### src/rtl/sbox_share_sched.sv
// Shares one external 6-to-4 DES S-box across the eight S-box positions,
// issuing one lookup per cycle and assembling the 32-bit S-layer result.
module sbox_share_sched #(
    parameter int SBOX_LAT = 0
) (
    input  logic        clk,
    input  logic        rst_n,
    input  logic        in_valid,
    output logic        in_ready,
    input  logic [47:0] din,
    output logic        out_valid,
    input  logic        out_ready,
    output logic [31:0] dout,
    output logic [2:0]  sbox_sel,
    output logic [5:0]  sbox_in,
    output logic        sbox_req,
    input  logic [3:0]  sbox_out,
    output logic        busy
);

    typedef enum logic [1:0] {IDLE, RUN, DRAIN, DONE} state_t;

    state_t      r_state;
    logic [2:0]  r_k;
    logic [47:0] r_din;
    logic [31:0] r_dout;
    logic        r_col_vld;
    logic [2:0]  r_col_sel;

    logic        w_run;
    logic        w_accept;
    logic        w_col_vld;
    logic [2:0]  w_col_sel;
    logic [5:0]  w_sh;
    logic [5:0]  w_raw;
    logic [3:0]  w_nib;
    logic [31:0] w_dout_nxt;

    assign w_run     = (r_state == RUN);
    assign in_ready  = (r_state == IDLE) | ((r_state == DONE) & out_ready);
    assign w_accept  = in_valid & in_ready;
    assign out_valid = (r_state == DONE);
    assign busy      = w_run | (r_state == DRAIN);
    assign dout      = r_dout;

    // Bit 0 of din/dout is the DES MSB, so each chunk is bit-reversed on the way
    // to and from the S-box, whose ports use ordinary MSB-high numbering.
    assign w_sh     = 6'(r_k) * 6'd6;
    assign w_raw    = r_din[w_sh +: 6];
    assign sbox_req = w_run;
    assign sbox_sel = w_run ? r_k : 3'd0;
    assign sbox_in  = w_run ? {w_raw[0], w_raw[1], w_raw[2], w_raw[3], w_raw[4], w_raw[5]} : 6'd0;
    assign w_nib    = {sbox_out[0], sbox_out[1], sbox_out[2], sbox_out[3]};

    // With a registered S-box the result lands one cycle after its request.
    assign w_col_vld = (SBOX_LAT == 0) ? w_run : r_col_vld;
    assign w_col_sel = (SBOX_LAT == 0) ? r_k   : r_col_sel;

    always_comb begin
        w_dout_nxt = r_dout;
        if (w_col_vld)
            w_dout_nxt[{w_col_sel, 2'b00} +: 4] = w_nib;
    end

    always_ff @(posedge clk or negedge rst_n) begin
        if (!rst_n) begin
            r_state   <= IDLE;
            r_k       <= 3'd0;
            r_din     <= 48'd0;
            r_dout    <= 32'd0;
            r_col_vld <= 1'b0;
            r_col_sel <= 3'd0;
        end else begin
            r_col_vld <= w_run;
            r_col_sel <= r_k;
            r_dout    <= w_dout_nxt;
            case (r_state)
                IDLE: begin
                    if (w_accept) begin
                        r_din   <= din;
                        r_k     <= 3'd0;
                        r_dout  <= 32'd0;
                        r_state <= RUN;
                    end
                end
                RUN: begin
                    r_k <= r_k + 3'd1;
                    if (r_k == 3'd7)
                        r_state <= (SBOX_LAT == 0) ? DONE : DRAIN;
                end
                DRAIN: r_state <= DONE;
                DONE: begin
                    // Output handshake and next capture may share one edge.
                    if (out_ready) begin
                        if (in_valid) begin
                            r_din   <= din;
                            r_k     <= 3'd0;
                            r_dout  <= 32'd0;
                            r_state <= RUN;
                        end else begin
                            r_state <= IDLE;
                        end
                    end
                end
                default: r_state <= IDLE;
            endcase
        end
    end

endmodule
### config.mk
export PLATFORM = sky130hd
export DESIGN_NAME = sbox_share_sched
export DESIGN_NICKNAME = d
export VERILOG_FILES = /design/src/rtl/sbox_share_sched.sv
export SDC_FILE = /design/constraint.sdc
export NUM_CORES = 1
export LEC_CHECK = 0
export CORE_MARGIN = 2
export CORE_UTILIZATION = 30
export DETAILED_ROUTE_END_ITERATION = 8
export GPL_TIMING_DRIVEN = 0
export PLACE_DENSITY_LB_ADDON = 0.08
export REMOVE_ABC_BUFFERS = 1
export SYNTH_ARGS = -nofsm -noshare
export SYNTH_HDL_FRONTEND = slang
export SYNTH_SLANG_ARGS = --single-unit
### constraint.sdc
create_clock -name clk -period 4.8 [get_ports clk]
set_clock_uncertainty 0.05 [all_clocks]
set_input_delay 0.96 -clock clk [delete_from_list [all_inputs] [get_ports clk]]
set_output_delay 0.96 -clock clk [all_outputs]
set_load 0.01 [all_outputs]
* After elaboration in Yosys (flattened, before gate mapping) *
Index checks and enable logic that the tools add are counted.

operators by class
  equal/unequal tests = 8
  bitwise operators = 4
  shift-type cells = 3
  multiply operators = 1
  muxes and demuxes = 21
  $add $sub $neg = 2
  reduce and logical (&&, ||, !) cells = 6

operator list
  kind                    count
  $mux 48                 3
  $mux 32                 4
  $pmux 48 s2             1
  $pmux 32 s2             1
  $shiftx 48x7->6         1
  $bwmux 32               1
  $shift 4x7->32 const A  1
  $shiftx 4x7->32         1
  $mux 3                  4
  $pmux 3 s3              1
  $pmux 2 s4              1
  $reduce_and 4->1        2
  $neg 5->7               1
  $mux 2                  3
  $mux 6                  1
  $mul 3x2->5 const B     1
  $eq 2x2->1 const B      2
  $ne 2x1->1 const B      2
  $ne 2x2->1 const B      2
  $add 3x1->3 const B     1
  $eq 3x3->1 const B      1
  $reduce_and 3->1        1
  $reduce_bool 3->1       1
  $and 1x1->1             2
  5 further kinds         6

storage, ports and cells
  flip-flop bits (word level) = 85
  input port bits = 56
  logic and storage cells = 49
  output and inout bits = 45

* Depth between registers and ports, before layout *
Gate-level depths: netlist of run 1.

  depth in word-level cells = 7
  gate-level depth with buffers = 9
  mapped depth without buffers = 7

* Worst setup path after synthesis of run 1 *
Ideal clock, no wire load.

  path kind = register to output
  start = register r_k[0]
  end = output sbox_in[1]
  arrival time = 1.429 ns
  stages on the path, launching flop included = 5
  path slack = 2.361 ns
  cell sequence = dfrtp_1 > buf_2 > mux4_2 > nand2_1 > a21oi_1

on the way
  cells in the longest elaborated chain, start to end = 3

ends and longest elaborated chain
  item                    RTL line  text
  start, declared         24        logic [2:0] r_k;
  start signal, assigned  87        r_k <= r_k + 3'd1;
  $mul 3x2->5             48        assign w_sh = 6'(r_k) * 6'd6;
  $shiftx 48x7->6         49        assign w_raw = r_din[w_sh +: 6];
  $mux 6                  52        assign sbox_in = w_run ? {w_raw[0], w_raw[1], w_raw[2], w_raw[3], w_raw[4], w_raw[5]} : 6'd0;
  end, declared           15        output logic [5:0] sbox_in,

Every way passes these cells.

* Worst setup path after layout of run 1 *
  start = register r_state[1]
  end = output sbox_in[1]

on the way
  cells in the longest elaborated chain, start to end = 2

ends and longest elaborated chain
  item                    RTL line  text
  start, declared         23        state_t r_state;
  start signal, assigned  89        r_state <= (SBOX_LAT == 0) ? DONE : DRAIN;
  $eq 2x1->1              39        assign w_run = (r_state == RUN);
  $mux 6                  52

Every way passes these cells.

==> results.md, run 1 <==
* TritonCTS Buffers at 9
* Cts repair resizes at 0
* Max-cap check violation count at 0
* Async SR Flop Fraction at 100%
* Req. time, crit path at 3.79 ns
* Routability cong. at 0.703
* Worst Tran Pin Value at 0.846 ns
* Endpoints failing setup at 0
* Largest net degree at the start of global routing at 54
* Post-DP Area at 0.00522 sq mm
* Clock Latency Late Sink at 0.34 ns
* Crit-path max cell delay at 0.58 ns
* Port bufs at 100
* Drt pass-1 iters at 4
* RSZ-0062 raised after global routing: false
* CP max-delay cell: clkdlybuf4s50_1
* Drt wl/cell at 16.2 um
* Post-route cell area at 0.00558 sq mm
* Peak VDD IR at 0.214 mV
* Yosys warns at 0
* Total Routed Length at 9.52 mm
* Initial antenna violation count at 0
* Slew HR at 43.6%
* CTS tree: built
* Vias per std cell at 4.60
* Final min period at 3.70 ns
* Hold depth at 1
* Cell chain of the critical path: inv_1 -> ha_1 -> clkinv_1 -> a21oi_1 -> clkdlybuf4s50_1
* Hold Startpoint: r_din[23]$_DFFE_PN0P_
* Distinct cells, synth at 29
* Syn Area/Cell at 13.0 sq um
* Clk sinks at 85
* Die Y at 120 um
* R2R setup slack at 1.90 ns
* HP Class: reg2reg
* Cell count of the worst reg-to-reg path at 7
* I/O pins at 101
* Vias in the first global route at 2815
* Post-DP HPWL at 6.63 mm
* Status: finished, final reports clean
* Final hold vios at 0
* CP Class: reg2out
* Met3 usage at 3.25%
* GR Util All Layers at 13.8%
* Final TNS setup at 0 ns
* Cell Rows at 42
* PD cells at 612 mW/mm^2
* Post-synth top flop: dfrtp_1
* Clk root buf: clkbuf_16
* Vias at 2711
* Core ar. at 0.0132 sq mm
* Initial DRC count at 152
* Reg clk slew, reported paths at 0.06 ns
* Post-CTS Setup Bufs at 0
* Antenna-violating nets left at 0
* Die footprint at 0.0145 sq mm
* Fin crit share at 77.0%
* Post-synthesis sequential area ratio at 52.5%
* H-tree depth at 3
* Largest area contributor in the netlist: dfrtp_1
* # diodes at 0
* Top cells by area, synth: dfrtp_1 52%, mux2_2 13%, mux2i_1 8.6%
* Hold Crit Endpoint: r_din[23]$_DFFE_PN0P_
* Initial Utilization at 30.6%
* Grt ovf at 0
* Drc violations at 0
* Critical Path End Type: output port
* Critical Path AT at 2.69 ns
* RR Endpoint: dout[19]$_DFF_PN0_
* Cts hold-fix bufs at 0
* Post-synth EDFFs at 0
* Share of the synthesized area in the top cell type at 52.5%
* Seq cells post-synth at 85
* Met2 GRT Util at 20.5%
* Leak pwr at 2.46 nW
* Die extent in x at 120 um
* Share of post-route cells with drive strength above 1 at 19.1%
* R2r startpoint: r_k[1]$_DFFE_PN0P_
* Area Overhead vs Synth at 37.6%
* Grt peak-use layer: met2
* Critical path launch point type: register
* Max Fanout on Critical Path at 10
* Nets at 476
* Met1 usage at 19.5%
* Syn Inst Count at 312
* Fin util at 42.1%
* First-pass GRT wire length at 15.2 mm
* Slew Limit Fails at 0
* Synthesized area at 0.00405 sq mm
* Fillers at 1293
* Worst-case clock buffer depth at 2
* Highest Clock Rate at 0.271 GHz
==> cell usage after synthesis (all sizes together), types with 3 or more instances <==
master and count:
and3 11, mux2 49, ha 12, buf 13
a21oi 8, mux2i 35, nand4 3, nor2 41
clkbuf 6, dfrtp 85, and2 3, inv 5
nand2 18, mux4 12
==> sequential cells by signal (all words and copies together) (netlist names) <==
name	cells
r_din	48
dout	32
r_state	2
r_k	3
==> where the power goes <==
group	leakage [nW]	total, mW	switching, mW	internal, mW
Clock	0.163	0.757	0.274	0.482
Sequential	1.07	1.13	0.156	0.972
Combinational	1.22	1.53	0.670	0.861
Total	2.46	3.42	1.10	2.32
==> cell families (layout without fill, tap and decap cells) <==
logic type               Yosys count  count (layout)  synth area share (%)
adder cells (fa/ha/maj)           12              12                  3.70
flip-flops                        85              85                  52.5
multiplexers                      96              96                  28.9
AO/OA/AOI/OAI                     11              11                  1.61
AND/OR/NAND/NOR                   82              82                  9.45
buffers and inverters             26             127                  3.83
==> layout make-up <==
| cell class | instances | area [sq um] | share of cell area (%) |
|---|---|---|---|
| well taps | 176 | 220 | 3.95 |
| multi-input cells | 201 | 1780 | 31.8 |
| repair buffers | 104 | 1100 | 19.7 |
| clock inverters | 4 | 70.1 | 1.26 |
| flip-flops and latches | 85 | 2130 | 38.1 |
| clock buffers | 12 | 256 | 4.60 |
| inverters | 7 | 26.3 | 0.471 |
==> critical path, delay by kind of cell (launching register included) <==
| kind | cells | cell delay (ns) |
|---|---|---|
| buffers and inverters | 3 | 1.21 |
| flip-flops | 1 | 0.40 |
| adder cells (fa/ha/maj) | 1 | 0.39 |
| AO/OA/AOI/OAI | 1 | 0.34 |
==> per-stage QoR <==
stage	hold WS, ns	std cells	power [mW]	setup WS (ns)
2_1_floorplan	0.403	293	2.12	1.20
3_3_place_gp	0.421	569	2.60	-0.674
3_5_place_dp	0.428	572	2.68	1.25
4_1_cts	0.441	588	3.46	0.874
5_1_grt	0.459	589	3.65	0.916
6_report	0.430	589	3.42	1.10
==> layout by cell type (no fill, tap or decap), drive strengths merged <==
master         instances
a2111oi                1
a21oi                  8
and2                   3
and2b                  1
and3                  11
and3b                  1
buf                    5
bufinv                 2
clkbuf                12
clkdlybuf4s50         99
clkinv                 4
dfrtp                 85
ha                    12
inv                    5
mux2                  49
mux2i                 35
mux4                  12
nand2                 18
nand2b                 1
nand4                  3
nand4bb                1
nor2                  41
nor4                   1
o211ai                 1
o221ai                 1
or3                    1
==> routing by layer <==
layer / vias to the layer above / share of wire [%]
met1: 1346 / 48
met3: 13 / 5.3
li1: 1285 / -
met5: - / 0
met4: 0 / 1.8
met2: 67 / 44
==> worst max path at each step <==
stage	startpoint	endpoint	depth (start not counted)
floorplan	out_ready	r_din[0]$_DFFE_PN0P_	4
global placement	rst_n	r_din[22]$_DFFE_PN0P_	1
detailed placement	r_k[0]$_DFFE_PN0P_	sbox_in[5]	4
CTS	r_k[0]$_DFFE_PN0P_	sbox_in[5]	4
global route	r_state[1]$_DFFE_PN0P_	sbox_in[2]	5
finish	r_state[1]$_DFFE_PN0P_	sbox_in[1]	5
Power figures use the tool's default switching activity.
==> run 2: changes to the inputs <==
==> constraint.sdc (replaced) <==
create_clock -name clk -period 3.8 [get_ports clk]
set_clock_uncertainty 0.05 [all_clocks]
set_input_delay 0.76 -clock clk [delete_from_list [all_inputs] [get_ports clk]]
set_output_delay 0.76 -clock clk [all_outputs]
set_load 0.01 [all_outputs]
==> results of run 2 <==
Same layout as run 1 (identical final DEF). Status: finished, final reports clean.
Among the figures that moved: setup slack after placement 1.25 ns -> 0.373 ns; setup slack after layout 1.10 ns -> 0.303 ns; hold slack 0.430 ns -> 0.312 ns; register-to-register setup slack 1.90 ns -> 0.90 ns; total power 3.42 mW -> 4.31 mW; worst IR drop on VDD 0.214 mV -> 0.270 mV
